**config.mk**
```make
export PLATFORM = sky130hd
export DESIGN_NAME = main_data_sequencer_flat
export DESIGN_NICKNAME = d
export VERILOG_FILES = /design/src/rtl/main_data_sequencer_if.sv /design/src/rtl/main_data_sequencer.sv /design/src/flat_wrapper.sv
export SDC_FILE = /design/constraint.sdc
export NUM_CORES = 1
export LEC_CHECK = 0
export CORE_ASPECT_RATIO = 0.5
export CORE_MARGIN = 8
export CORE_UTILIZATION = 57
export CTS_CLUSTER_SIZE = 20
export DETAILED_ROUTE_END_ITERATION = 12
export GPL_TIMING_DRIVEN = 0
export PLACE_DENSITY = 0.82
export SLEW_MARGIN = 30
export SYNTH_ARGS = -nofsm -noshare
export SYNTH_HDL_FRONTEND = slang
export SYNTH_SLANG_ARGS = --single-unit
```
**constraint.sdc**
```tcl
create_clock -name clk -period 4.6 [get_ports clk]
set_clock_uncertainty 0.2 [all_clocks]
set_input_delay 0.69 -clock clk [delete_from_list [all_inputs] [get_ports clk]]
set_output_delay 0.69 -clock clk [all_outputs]
set_load 0.01 [all_outputs]
```
**src/rtl/main_data_sequencer_if.sv**
```systemverilog
// Side-info, FIFO read and phase-steering signals of main_data_sequencer.
// MDS_MONO_EN adds the mono side-info bit.
interface main_data_sequencer_if #(
    parameter int unsigned FIFO_CW = 16
);
    logic                   si_valid;
    logic [8:0]             main_data_begin;
    logic [1:0][1:0][11:0]  part2_3_length;
    logic [FIFO_CW-1:0]     fifo_count;
    logic                   fifo_dout_v;
    logic                   sf_done;
`ifdef MDS_MONO_EN
    logic                   mono;
`endif
    logic                   fifo_rd_en;
    logic                   res_discard_flag;
    logic                   sf_parser_flag;
    logic                   hf_decoder_flag;
    logic                   gr;
    logic                   ch;
    logic                   frame_done;
    logic                   underflow_err;
    logic                   sf_overrun_err;
    logic                   si_drop;

    modport master (
        output si_valid, main_data_begin, part2_3_length, fifo_count, fifo_dout_v, sf_done,
`ifdef MDS_MONO_EN
        output mono,
`endif
        input  fifo_rd_en, res_discard_flag, sf_parser_flag, hf_decoder_flag, gr, ch,
        input  frame_done, underflow_err, sf_overrun_err, si_drop
    );

    modport slave (
        input  si_valid, main_data_begin, part2_3_length, fifo_count, fifo_dout_v, sf_done,
`ifdef MDS_MONO_EN
        input  mono,
`endif
        output fifo_rd_en, res_discard_flag, sf_parser_flag, hf_decoder_flag, gr, ch,
        output frame_done, underflow_err, sf_overrun_err, si_drop
    );
endinterface

```
**src/rtl/main_data_sequencer.sv**
```systemverilog
// Bit-reservoir FIFO read scheduler: discard, then scalefactor and Huffman phases per gr/ch.
// MDS_MONO_EN adds the mono input; when latched, channel 1 is skipped.
module main_data_sequencer #(
    parameter int unsigned FIFO_CW = 16,
    parameter int unsigned SF_MAX  = 255
) (
    input logic                  clk,
    input logic                  rst,
    main_data_sequencer_if.slave bus
);
    typedef enum logic [2:0] {
        StIdle, StDiscard, StWaitBits, StSfReq, StSfWait, StHf, StDrain, StNext
    } state_e;

    localparam logic [FIFO_CW-1:0] CntOne = FIFO_CW'(1);

    state_e                state_q, state_d;
    logic [1:0][1:0][11:0] len_q, len_d;
    logic [FIFO_CW-1:0]    disc_left_q, disc_left_d;
    logic [11:0]           used_q, used_d;
    logic [11:0]           hf_left_q, hf_left_d;
    logic                  drain_to_next_q, drain_to_next_d;
    logic                  gr_q, gr_d, ch_q, ch_d;
    logic                  rd_en_q, rd_en_d;
    logic                  disc_flag_q, disc_flag_d;
    logic                  sf_flag_q, sf_flag_d;
    logic                  hf_flag_q, hf_flag_d;
    logic                  frame_done_q, frame_done_d;
    logic                  underflow_q, underflow_d;
    logic                  overrun_q, overrun_d;
    logic                  si_drop_q, si_drop_d;
`ifdef MDS_MONO_EN
    logic                  mono_q, mono_d;
`endif

    logic [11:0]        mdb_bits;
    logic [11:0]        cur_len;
    logic [11:0]        used_inc;
    logic [11:0]        hf_rem;
    logic [FIFO_CW-1:0] disc;
    logic               last_slot;
    logic               accept;

    assign mdb_bits = {bus.main_data_begin, 3'b000};
    assign disc     = bus.fifo_count - FIFO_CW'(mdb_bits);
    assign cur_len  = len_q[gr_q][ch_q];
    assign used_inc = used_q + 12'd1;
    assign hf_rem   = cur_len - used_inc;
    // The frame_done cycle is still treated as busy for incoming side info.
    assign accept   = (state_q == StIdle) && !frame_done_q;
`ifdef MDS_MONO_EN
    assign last_slot = gr_q && (ch_q || mono_q);
`else
    assign last_slot = gr_q && ch_q;
`endif

    always_comb begin
        state_d         = state_q;
        len_d           = len_q;
        disc_left_d     = disc_left_q;
        used_d          = used_q;
        hf_left_d       = hf_left_q;
        drain_to_next_d = drain_to_next_q;
        gr_d            = gr_q;
        ch_d            = ch_q;
        rd_en_d         = 1'b0;
        disc_flag_d     = 1'b0;
        sf_flag_d       = 1'b0;
        hf_flag_d       = 1'b0;
        frame_done_d    = 1'b0;
        underflow_d     = 1'b0;
        overrun_d       = 1'b0;
        si_drop_d       = bus.si_valid && !accept;
`ifdef MDS_MONO_EN
        mono_d          = mono_q;
`endif
        unique case (state_q)
            StIdle: begin
                if (bus.si_valid && accept) begin
                    len_d = bus.part2_3_length;
`ifdef MDS_MONO_EN
                    mono_d = bus.mono;
`endif
                    if (32'(mdb_bits) > 32'(bus.fifo_count)) begin
                        underflow_d = 1'b1;
                    end else if (disc == '0) begin
                        state_d = StWaitBits;
                    end else begin
                        state_d     = StDiscard;
                        rd_en_d     = 1'b1;
                        disc_flag_d = 1'b1;
                        disc_left_d = disc - CntOne;
                    end
                end
            end
            StDiscard: begin
                disc_flag_d = 1'b1;
                if (disc_left_q != '0) begin
                    rd_en_d     = 1'b1;
                    disc_left_d = disc_left_q - CntOne;
                end else begin
                    state_d         = StDrain;
                    drain_to_next_d = 1'b0;
                end
            end
            StWaitBits: begin
                used_d = '0;
                if (cur_len == '0) begin
                    state_d = StNext;
                end else if (32'(bus.fifo_count) >= 32'(cur_len)) begin
                    state_d   = StSfReq;
                    rd_en_d   = 1'b1;
                    sf_flag_d = 1'b1;
                end
            end
            StSfReq: begin
                sf_flag_d = 1'b1;
                state_d   = StSfWait;
            end
            StSfWait: begin
                sf_flag_d = 1'b1;
                if (bus.fifo_dout_v) begin
                    used_d = used_inc;
                    if (bus.sf_done) begin
                        sf_flag_d = 1'b0;
                        if (hf_rem == '0) begin
                            state_d = StNext;
                        end else begin
                            state_d   = StHf;
                            rd_en_d   = 1'b1;
                            hf_flag_d = 1'b1;
                            hf_left_d = hf_rem - 12'd1;
                        end
                    end else if (used_inc == 12'(SF_MAX) || used_inc == cur_len) begin
                        sf_flag_d = 1'b0;
                        overrun_d = 1'b1;
                        state_d   = StNext;
                    end else begin
                        state_d = StSfReq;
                        rd_en_d = 1'b1;
                    end
                end
            end
            StHf: begin
                hf_flag_d = 1'b1;
                if (hf_left_q != '0) begin
                    rd_en_d   = 1'b1;
                    hf_left_d = hf_left_q - 12'd1;
                end else begin
                    state_d         = StDrain;
                    drain_to_next_d = 1'b1;
                end
            end
            // Flags drop here; the last fifo_dout_v lands in this cycle.
            StDrain: begin
                state_d = drain_to_next_q ? StNext : StWaitBits;
            end
            StNext: begin
                if (last_slot) begin
                    frame_done_d = 1'b1;
                    gr_d         = 1'b0;
                    ch_d         = 1'b0;
                    state_d      = StIdle;
                end
`ifdef MDS_MONO_EN
                else if (mono_q) begin
                    gr_d    = 1'b1;
                    state_d = StWaitBits;
                end
`endif
                else if (ch_q) begin
                    gr_d    = 1'b1;
                    ch_d    = 1'b0;
                    state_d = StWaitBits;
                end else begin
                    ch_d    = 1'b1;
                    state_d = StWaitBits;
                end
            end
            default: state_d = StIdle;
        endcase
    end

    always_ff @(posedge clk or negedge rst) begin
        if (!rst) begin
            state_q         <= StIdle;
            len_q           <= '0;
            disc_left_q     <= '0;
            used_q          <= '0;
            hf_left_q       <= '0;
            drain_to_next_q <= 1'b0;
            gr_q            <= 1'b0;
            ch_q            <= 1'b0;
            rd_en_q         <= 1'b0;
            disc_flag_q     <= 1'b0;
            sf_flag_q       <= 1'b0;
            hf_flag_q       <= 1'b0;
            frame_done_q    <= 1'b0;
            underflow_q     <= 1'b0;
            overrun_q       <= 1'b0;
            si_drop_q       <= 1'b0;
`ifdef MDS_MONO_EN
            mono_q          <= 1'b0;
`endif
        end else begin
            state_q         <= state_d;
            len_q           <= len_d;
            disc_left_q     <= disc_left_d;
            used_q          <= used_d;
            hf_left_q       <= hf_left_d;
            drain_to_next_q <= drain_to_next_d;
            gr_q            <= gr_d;
            ch_q            <= ch_d;
            rd_en_q         <= rd_en_d;
            disc_flag_q     <= disc_flag_d;
            sf_flag_q       <= sf_flag_d;
            hf_flag_q       <= hf_flag_d;
            frame_done_q    <= frame_done_d;
            underflow_q     <= underflow_d;
            overrun_q       <= overrun_d;
            si_drop_q       <= si_drop_d;
`ifdef MDS_MONO_EN
            mono_q          <= mono_d;
`endif
        end
    end

    assign bus.fifo_rd_en       = rd_en_q;
    assign bus.res_discard_flag = disc_flag_q;
    assign bus.sf_parser_flag   = sf_flag_q;
    assign bus.hf_decoder_flag  = hf_flag_q;
    assign bus.gr               = gr_q;
    assign bus.ch               = ch_q;
    assign bus.frame_done       = frame_done_q;
    assign bus.underflow_err    = underflow_q;
    assign bus.sf_overrun_err   = overrun_q;
    assign bus.si_drop          = si_drop_q;
endmodule

```
**src/flat_wrapper.sv**
```systemverilog
// flat-port wrapper written by rule: the top's interface ports become plain ports
module main_data_sequencer_flat 
#(
    parameter int unsigned FIFO_CW = 16,
    parameter int unsigned SF_MAX  = 255
)
  (clk, rst, bus_si_valid, bus_main_data_begin, bus_part2_3_length, bus_fifo_count, bus_fifo_dout_v, bus_sf_done, bus_fifo_rd_en, bus_res_discard_flag, bus_sf_parser_flag, bus_hf_decoder_flag, bus_gr, bus_ch, bus_frame_done, bus_underflow_err, bus_sf_overrun_err, bus_si_drop);
  main_data_sequencer_if #(.FIFO_CW(FIFO_CW)) bus_i ();
  input logic clk;
  input logic rst;
  input wire logic [$bits(bus_i.si_valid)-1:0] bus_si_valid;
  input wire logic [$bits(bus_i.main_data_begin)-1:0] bus_main_data_begin;
  input wire logic [$bits(bus_i.part2_3_length)-1:0] bus_part2_3_length;
  input wire logic [$bits(bus_i.fifo_count)-1:0] bus_fifo_count;
  input wire logic [$bits(bus_i.fifo_dout_v)-1:0] bus_fifo_dout_v;
  input wire logic [$bits(bus_i.sf_done)-1:0] bus_sf_done;
  output wire logic [$bits(bus_i.fifo_rd_en)-1:0] bus_fifo_rd_en;
  output wire logic [$bits(bus_i.res_discard_flag)-1:0] bus_res_discard_flag;
  output wire logic [$bits(bus_i.sf_parser_flag)-1:0] bus_sf_parser_flag;
  output wire logic [$bits(bus_i.hf_decoder_flag)-1:0] bus_hf_decoder_flag;
  output wire logic [$bits(bus_i.gr)-1:0] bus_gr;
  output wire logic [$bits(bus_i.ch)-1:0] bus_ch;
  output wire logic [$bits(bus_i.frame_done)-1:0] bus_frame_done;
  output wire logic [$bits(bus_i.underflow_err)-1:0] bus_underflow_err;
  output wire logic [$bits(bus_i.sf_overrun_err)-1:0] bus_sf_overrun_err;
  output wire logic [$bits(bus_i.si_drop)-1:0] bus_si_drop;
  assign bus_i.si_valid = bus_si_valid;
  assign bus_i.main_data_begin = bus_main_data_begin;
  assign bus_i.part2_3_length = bus_part2_3_length;
  assign bus_i.fifo_count = bus_fifo_count;
  assign bus_i.fifo_dout_v = bus_fifo_dout_v;
  assign bus_i.sf_done = bus_sf_done;
  assign bus_fifo_rd_en = bus_i.fifo_rd_en;
  assign bus_res_discard_flag = bus_i.res_discard_flag;
  assign bus_sf_parser_flag = bus_i.sf_parser_flag;
  assign bus_hf_decoder_flag = bus_i.hf_decoder_flag;
  assign bus_gr = bus_i.gr;
  assign bus_ch = bus_i.ch;
  assign bus_frame_done = bus_i.frame_done;
  assign bus_underflow_err = bus_i.underflow_err;
  assign bus_sf_overrun_err = bus_i.sf_overrun_err;
  assign bus_si_drop = bus_i.si_drop;
  main_data_sequencer #(.FIFO_CW(FIFO_CW), .SF_MAX(SF_MAX)) u_core (.clk(clk), .rst(rst), .bus(bus_i));
endmodule
```
Yosys cells after proc, flatten, opt, wreduce, memory -nomap -nowiden:

Index checks and enable logic that the tools add are counted.

* register bits after elaboration: 102
* input port bits: 78
* output and inout port bits: 10

* add/subtract/negate cells: 7
* $lt $le $gt $ge: 4
* equality and inequality tests: 20
* mux-type cells: 65
* reduce and logical (&&, ||, !) cells: 25

Operators with widths (count)
* $mux 12: 7
* $mux 16: 4
* $mux 24: 2
* $pmux 12 s2: 2
* $pmux 16 s2: 1
* $sub 16x1->16 const B: 2
* $mux 1: 30
* $mux 3: 10
* $logic_not 12->1: 2
* $pmux 3 s8: 1
* $sub 12x1->12 const B: 2
* $ge 16x12->1: 1
* $gt 12x16->1: 1
* $logic_not 16->1: 1
* $ne 2x2->1 const B: 8
* $reduce_bool 16->1: 1
* $sub 16x12->16: 1
* $add 12x1->12 const B: 1
* $eq 12x12->1: 1
* $eq 12x8->1 const B: 1
* $eq 3x3->1 const B: 4
* $reduce_bool 12->1: 1
* $sub 12x12->12: 1
* $reduce_and 5->1: 2
* other kinds (17): 34

Longest topological paths before layout:

Gate-level depths: netlist of run 1.

* depth after elaboration: 10
* mapped depth: 18
* gate-level depth less buffers: 15

Worst setup path before layout of run 1:

OpenSTA, ideal clock, no wires.

* kind: reg-to-reg
* start point: register u_core.gr_q, in the netlist u_core.bus.gr
* end point: register u_core.hf_left_q[0]
* library setup time: 125 ps
* arrival time: 3621 ps
* data required time: 4275 ps
* setup slack: 654 ps
* stages on the path, launching flop included: 17
* path buffers: 2
* clock period less this slack: 3946 ps
* path through: dfrtp_1 -> buf_6 -> buf_12 -> mux4_2 -> inv_1 -> ha_1 -> fa_1 -> inv_1 -> a21o_1 -> maj3_2 -> o221ai_4 -> a21oi_2 -> o311ai_1 -> o2111ai_1 -> nor2_2 -> a41o_2 -> mux2_4

* longest elaborated chain between the ends: 10
* elaborated cells on any way between the ends: 13
* those cells by class: 2 x add/sub; 1 x eq/ne; 8 x mux; 2 x reduce/logical

RTL lines
* from (decl): RTL line main_data_sequencer.sv:23 `logic gr_q, gr_d, ch_q, ch_d;`
* from (signal assigned): RTL line main_data_sequencer.sv:212 `gr_q <= gr_d;`
* $mux 24 (not written as such) * (2 in series): RTL line main_data_sequencer.sv:46 `assign cur_len = len_q[gr_q][ch_q];`
* $mux 12 (not written as such) * (2 in series): RTL line main_data_sequencer.sv:46
* $sub 12x12->12 *: RTL line main_data_sequencer.sv:48 `assign hf_rem = cur_len - used_inc;`
* $sub 12x1->12: RTL line main_data_sequencer.sv:132 `hf_left_d = hf_rem - 12'd1;`
* $mux 12: RTL line main_data_sequencer.sv:126 `if (hf_rem == '0) begin`
* $mux 12: RTL line main_data_sequencer.sv:124 `if (bus.sf_done) begin`
* $mux 12: RTL line main_data_sequencer.sv:122 `if (bus.fifo_dout_v) begin`
* $pmux 12 s2: RTL line main_data_sequencer.sv:77 `unique case (state_q)`
* to (signal assigned): RTL line main_data_sequencer.sv:210 `hf_left_q <= hf_left_d;`
* to (decl): RTL line main_data_sequencer.sv:21 `logic [11:0] hf_left_q, hf_left_d;`

Every way passes the cells marked *; elsewhere a longest branch is shown, timed or not. The select of a mux whose other input is x is not followed.
A chain may end at the register's enable or synchronous reset.

Worst setup path in the final report of run 1:

* start point: register u_core.gr_q, in the netlist u_core.bus.gr
* end point: register u_core.hf_left_q[11]

Same word-level chain as after synthesis.

==> results of run 1 <==
sequential cells by signal, indices dropped and copies added, names as in the netlist:
name                         cells
u_core.bus.ch                    1
u_core.bus.si_drop               1
u_core.bus.sf_parser_flag        1
u_core.bus.res_discard_flag      1
u_core.bus.sf_overrun_err        1
u_core.bus.gr                    1
u_core.len_q                    48
u_core.hf_left_q                12
u_core.bus.fifo_rd_en            1
u_core.disc_left_q              16
u_core.bus.frame_done            1
u_core.drain_to_next_q           1
u_core.state_q                   3
u_core.used_q                   12
u_core.bus.hf_decoder_flag       1
u_core.bus.underflow_err         1
power by group:
part | internal [mW] | leakage (nW) | switching, mW
Clock | 0.401 | 0.158 | 0.420
Combinational | 0.133 | 2.31 | 0.127
Sequential | 0.922 | 1.36 | 0.0350
Total | 1.46 | 3.83 | 0.583
stage by stage:
stage | instances | TNS [ns] | hold WS [ns] | cell area [sq um]
2_1_floorplan | 758 | 0 | 0.194 | 7150
3_3_place_gp | 1015 | -128.68 | 0.280 | 8230
3_5_place_dp | 1016 | -7.99 | 0.292 | 8260
4_1_cts | 1033 | 0 | 0.0243 | 8610
5_1_grt | 1035 | 0 | 0.0338 | 8670
6_report | 1035 | 0 | 0.0122 | 8670
cell type report:
type / instances / share of cell area, %
Buffer: 28 / 2.02
Timing Repair Buffer: 91 / 10.6
Tap cell: 170 / 2.45
Clock buffer: 9 / 2.60
Multi-Input combinational cell: 580 / 49.6
Clock inverter: 7 / 1.20
Sequential cell: 102 / 29.4
Inverter: 48 / 2.08
cell families after synthesis:
| family | count (synthesis) | synth area share [%] |
|---|---|---|
| AO/OA/AOI/OAI | 173 | 15.8 |
| XOR/XNOR | 46 | 6.32 |
| adder cells (fa/ha/maj) | 33 | 5.90 |
| buffers and inverters | 76 | 4.94 |
| flip-flops | 102 | 35.7 |
| multiplexers | 72 | 13.3 |
| AND/OR/NAND/NOR | 256 | 18.0 |
worst max-delay path, cell delays in order (launching register included):
cell,delay [ns]
dfrtp_1,0.40
buf_6,0.16
buf_12,0.16
mux4_2,0.56
inv_1,0.08
ha_1,0.18
fa_1,0.23
inv_1,0.05
a21o_1,0.18
maj3_2,0.35
xor2_1,0.29
a21o_1,0.23
and3b_1,0.21
and3_1,0.22
nor3b_4,0.28
nand3_1,0.11
a32o_1,0.23
o221ai_2,0.16
path summary, 6_finish.rpt:
| kind | start | to | slack (ns) | cells after the start |
|---|---|---|---|---|
| worst max-delay path | u_core.bus.gr | u_core.hf_left_q[11] | 0.21 | 17 |
| worst min-delay path | rst | u_core.len_q[34] | 0.01 | 1 |
| worst max register to register | u_core.bus.gr | u_core.hf_left_q[11] | 0.21 | 17 |
| worst min register to register | u_core.len_q[9] | u_core.len_q[9] | 0.31 | 1 |
| max in group asynchronous | rst | u_core.disc_left_q[5] | 3.53 | 2 |
| min in group clk | u_core.len_q[9] | u_core.len_q[9] | 0.31 | 1 |
routing by layer:
metal / vias to the layer above / wire (um) / track usage, % / share of wire, %
met1: 3106 / 8710 / 31.5 / 43
met4: 0 / 419 / 7.35 / 2.1
met3: 42 / 1390 / 5.22 / 6.9
met2: 284 / 9610 / 41.6 / 48
li1: 2947 / - / - / -
met5: - / 0 / 0 / 0
placed cells by master (no fill, tap or decap), types with 7 or more instances in the layout:
| master | n |
|---|---|
| dfrtp_1 | 102 |
| clkdlybuf4s50_1 | 86 |
| nand2_1 | 63 |
| nor2_1 | 55 |
| mux2_2 | 50 |
| inv_1 | 48 |
| o21ai_0 | 43 |
| a21oi_1 | 38 |
| xnor2_1 | 29 |
| nand3_1 | 29 |
| ha_1 | 28 |
| nor3_1 | 25 |
| xor2_1 | 13 |
| clkbuf_1 | 13 |
| mux4_2 | 11 |
| nand4_1 | 11 |
| nor4_1 | 11 |
| a21o_1 | 11 |
| a211oi_1 | 11 |
| o21ai_1 | 10 |
| and3_1 | 9 |
| clkbuf_16 | 9 |
| or3_1 | 8 |
| mux2i_1 | 8 |
| and2_1 | 7 |
| a31oi_1 | 7 |
what timing repair did:
action,4_1_cts,5_1_grt
gates cloned,0,0
gates resized for setup,2,11
pin swaps,1,2
setup endpoints to repair,12,14
buffers inserted,1,2
==> results.json, run 1 <==
{
  "synth_most_common_cell": "dfrtp_1",
  "clkSinkCount": 102,
  "cts-htree-levels": 3,
  "grt_pass1_wl_mm": 32.8,
  "drive_gt1_share_pct": 14.0,
  "chipHeight_um": 95.2,
  "drc": 0,
  "cts_hold_buf": 0,
  "wl_per_cell_um": 19.5,
  "slew_headroom_pct": 37.2,
  "syn_area_per_cell_sq_um": 9.43,
  "cp_max_fo": 10,
  "synth_warnings": 0,
  "vias_per_cell": 6.16,
  "crit_arrival_ns": 4.47,
  "cap_violations": 0,
  "die_area_sq_mm": 0.0166,
  "synth.yosys.seq_area_share_pct": 35.7,
  "overflow": 0,
  "fmax_mhz": 228,
  "cts_tree": "built",
  "synth_common_cells": "dfrtp_1, nand2_1, nor2_1",
  "netlist_area_sq_mm": 0.00715,
  "ioPinCount": 88,
  "ir_drop_mv": 0.173,
  "path_class": "reg2reg",
  "initial_core_util_pct": 57.4,
  "fin_crit_ns": 4.39,
  "synth_cell_types": 85,
  "vias": 6379,
  "fin_nets": 968,
  "worst_pin_slew_ns": 0.935,
  "antenna_found_initial": 0,
  "synthFlopType": "dfrtp_1",
  "hpwl_mm": 15.0,
  "final-seq-area_sq_mm": 0.00255,
  "fill_cells": 911,
  "setup_viol": 0,
  "rows": 29,
  "leakage_nw": 3.83,
  "syn_to_final_growth_pct": 21.3,
  "crit_path_start_kind": "register",
  "grt_start_max_net_pins": 66,
  "drt_iter0_markers": 776,
  "yosys.area.top_type": "dfrtp_1",
  "antenna_cells": 0,
  "synthCells": 758,
  "drt-total-wl_mm": 20.1,
  "drv_slew": 0,
  "grt_use_total_pct": 24.5,
  "die_width_um": 174,
  "netlist.area_leader.share_pct": 35.7,
  "port_buffers": 87,
  "grt_setup_unrepaired": "false",
  "synth_edf_count": 0,
  "synth.top_cells.by_area": "dfrtp_1, mux2_2, ha_1",
  "powerDensity_mw_per_mm2": 235,
  "p_total_mw": 2.04,
  "hold_class": "in2async",
  "drt_pass1_iterations": 5,
  "clk_pin_slew_worst_paths_ns": 0.09,
  "cts_buffers": 9,
  "end_kind": "register",
  "core_sq_mm": 0.0124,
  "timing.final.crit_share_pct": 95.5,
  "dp_slack_ns": -0.654,
  "gp_congestion": 0.956,
  "cp.required_ns": 4.68,
  "outcome": "finished, final reports clean",
  "fin_util_pct": 69.7,
  "async_flop_share_pct": 100,
  "layout_setup_ws_ns": 0.207,
  "ant_nets": 0,
  "cts_max_path_buffers": 2,
  "grt_pass1_vias": 6332,
  "hold_viol_final": 0,
  "multi_input_area_sq_mm": 0.00430,
  "clock-root-buffer": "clkbuf_16",
  "clk_latency_ns": 0.37,
  "synth_seq_cells": 102,
  "synth_nets": 866
}
No activity file was read; power rests on OpenSTA's default activity.
==> run 2, diff against run 1 <==
--- a/config.mk
+++ b/config.mk
@@ -7,11 +7,12 @@
 export LEC_CHECK = 0
 export CORE_ASPECT_RATIO = 0.5
 export CORE_MARGIN = 8
-export CORE_UTILIZATION = 57
-export CTS_CLUSTER_SIZE = 20
+export CORE_UTILIZATION = 58
+export CTS_BUF_LIST = sky130_fd_sc_hd__clkbuf_4 sky130_fd_sc_hd__clkbuf_8
+export CTS_CLUSTER_SIZE = 28
 export DETAILED_ROUTE_END_ITERATION = 12
 export GPL_TIMING_DRIVEN = 0
-export PLACE_DENSITY = 0.82
+export PLACE_DENSITY = 0.83
 export SLEW_MARGIN = 30
 export SYNTH_ARGS = -nofsm -noshare
 export SYNTH_HDL_FRONTEND = slang
==> results.json, run 2 (same netlist as run 1, synthesis figures left out) <==
{
  "cts_max_path_buffers": 2,
  "crit_arrival_ns": 4.50,
  "drt-total-wl_mm": 19.4,
  "dp_slack_ns": -0.623,
  "clk_pin_slew_worst_paths_ns": 0.12,
  "fin_util_pct": 71.8,
  "chipHeight_um": 94.5,
  "rows": 28,
  "ioPinCount": 88,
  "hold_viol_final": 0,
  "p_seq_share_pct": 52.9,
  "drt_iter0_markers": 749,
  "p_sw_mw": 0.526,
  "top_register": "u_core.len_q",
  "end_kind": "register",
  "clkSinkCount": 102,
  "swShare_pct": 29.1,
  "grt_use_total_pct": 23.7,
  "cap_violations": 0,
  "crit_path_start_kind": "register",
  "slew_headroom_pct": 43.6,
  "wl_per_cell_um": 18.8,
  "ant_nets": 0,
  "clock-root-buffer": "clkbuf_8",
  "port_buffers": 87,
  "timing.final.crit_share_pct": 96.7,
  "cp.required_ns": 4.66,
  "drc": 0,
  "syn_to_final_growth_pct": 19.7,
  "drv_slew": 0,
  "outcome": "finished, final reports clean",
  "grt_setup_unrepaired": "false",
  "vias_per_cell": 6.21,
  "die_width_um": 173,
  "top_regs": "u_core.len_q x48, u_core.disc_left_q x16",
  "drive_gt1_share_pct": 14.3,
  "grt_pass1_vias": 6161,
  "hpwl_mm": 14.9,
  "comb_power_share_pct": 14.5,
  "worst_pin_slew_ns": 0.840,
  "ir_drop_mv": 0.157,
  "p_total_mw": 1.81,
  "core_sq_mm": 0.0119,
  "setup_viol": 0,
  "antenna_cells": 0,
  "grt_pass1_wl_mm": 31.5,
  "fin_nets": 969,
  "fin_crit_ns": 4.45,
  "final_common_cell": "dfrtp_1",
  "grt_start_max_net_pins": 70,
  "placedInstanceArea_sq_mm": 0.00825,
  "most-common-layout-cells": "dfrtp_1, clkdlybuf4s50_1, nand2_1",
  "antenna_found_initial": 0,
  "cp_max_fo": 10,
  "cts_tree": "built",
  "p_int_mw": 1.28,
  "cts-htree-levels": 3,
  "powerDensity_mw_per_mm2": 211,
  "overflow": 0,
  "fin_area_sq_mm": 0.00856,
  "layout_setup_ws_ns": 0.154,
  "leakage_nw": 3.78,
  "fmax_mhz": 225,
  "path_class": "reg2reg",
  "pwr-share-clk_pct": 32.6,
  "clk_latency_ns": 0.39,
  "hold_class": "reg2reg",
  "drt_pass1_iterations": 7,
  "die_area_sq_mm": 0.0163,
  "initial_core_util_pct": 60.0,
  "cts_buffers": 9,
  "vias": 6401,
  "gp_congestion": 0.962,
  "largest_reg_flops": 48
}
[run 2: changes by cell type in the layout (fill, tap and decap cells not counted), moves of 3 or more]
| cell | change |
|---|---|
| inv_6 | +3 |
| clkbuf_16 | -9 |
| clkinv_8 | -4 |
| clkbuf_8 | +10 |
[run 2: final timing paths]
check | cells past startpoint | slack, ns | start | to
min in group asynchronous | 2 | 0.54 | rst | u_core.len_q[10]
hold / removal | 1 | 0.31 | u_core.len_q[21] | u_core.len_q[21]
setup / recovery | 15 | 0.15 | u_core.bus.gr | u_core.hf_left_q[0]
setup reg to reg | 15 | 0.15 | u_core.bus.gr | u_core.hf_left_q[0]
hold reg to reg | 1 | 0.31 | u_core.len_q[21] | u_core.len_q[21]
max in group asynchronous | 3 | 2.99 | rst | u_core.disc_left_q[0]
[run 2: final cells by class]
cell class / instances / area (sq um)
Timing Repair Buffer: 92 / 932
Clock buffer: 10 / 138
Multi-Input combinational cell: 580 / 4310
Tap cell: 165 / 206
Fill cell: 876 / 3360
Sequential cell: 102 / 2550
Clock inverter: 6 / 57.6
Buffer: 28 / 176
Inverter: 48 / 180
[run 2: power by group through the flow]
| stage | Combinational (mW) | Clock [mW] | Sequential (mW) |
|---|---|---|---|
| 2_1_floorplan | 0.130 | 0 | 0.964 |
| 6_report | 0.262 | 0.590 | 0.957 |
| 5_1_grt | 0.290 | 0.631 | 0.961 |
| 4_1_cts | 0.258 | 0.597 | 0.955 |
| 3_5_place_dp | 0.256 | 0 | 0.971 |
| 3_3_place_gp | 0.245 | 0 | 0.971 |
[run 2: timing repair]
action	in CTS	in global routing
setup buffers	0	3
hold buffers	1	0
pin swaps	0	4
setup endpoints to repair	11	23
endpoints found under the hold margin	33	0
resized for setup	2	15
[run 2: metrics by stage]
stage / hold WS, ns / setup TNS, ns / instances
floorplan: 0.194 / 0 / 758
finish: 0.314 / 0 / 1031
global placement: 0.279 / -124.69 / 1010
detailed placement: 0.289 / -7.72 / 1011
CTS: 0.317 / 0 / 1028
global route: 0.333 / 0 / 1031
[run 2: critical path: stages, from the launching register on]
cell and delay (ns):
dfrtp_1 0.42, buf_6 0.16, buf_12 0.15, mux4_2 0.60
inv_1 0.10, ha_1 0.19, fa_2 0.22, inv_1 0.04
a21o_1 0.17, maj3_2 0.36, o221ai_4 0.24, a21oi_2 0.12
or2_1 0.25, nor4_2 0.45, a41o_4 0.33, mux2_4 0.30
[run 2: routing by layer]
metal,vias up,global-route usage [%],share of wire (%)
li1,2950,-,-
met1,3114,31.2,45
met2,309,39.7,47
met3,28,4.86,7.3
met4,0,6.99,1.1
met5,-,0,0
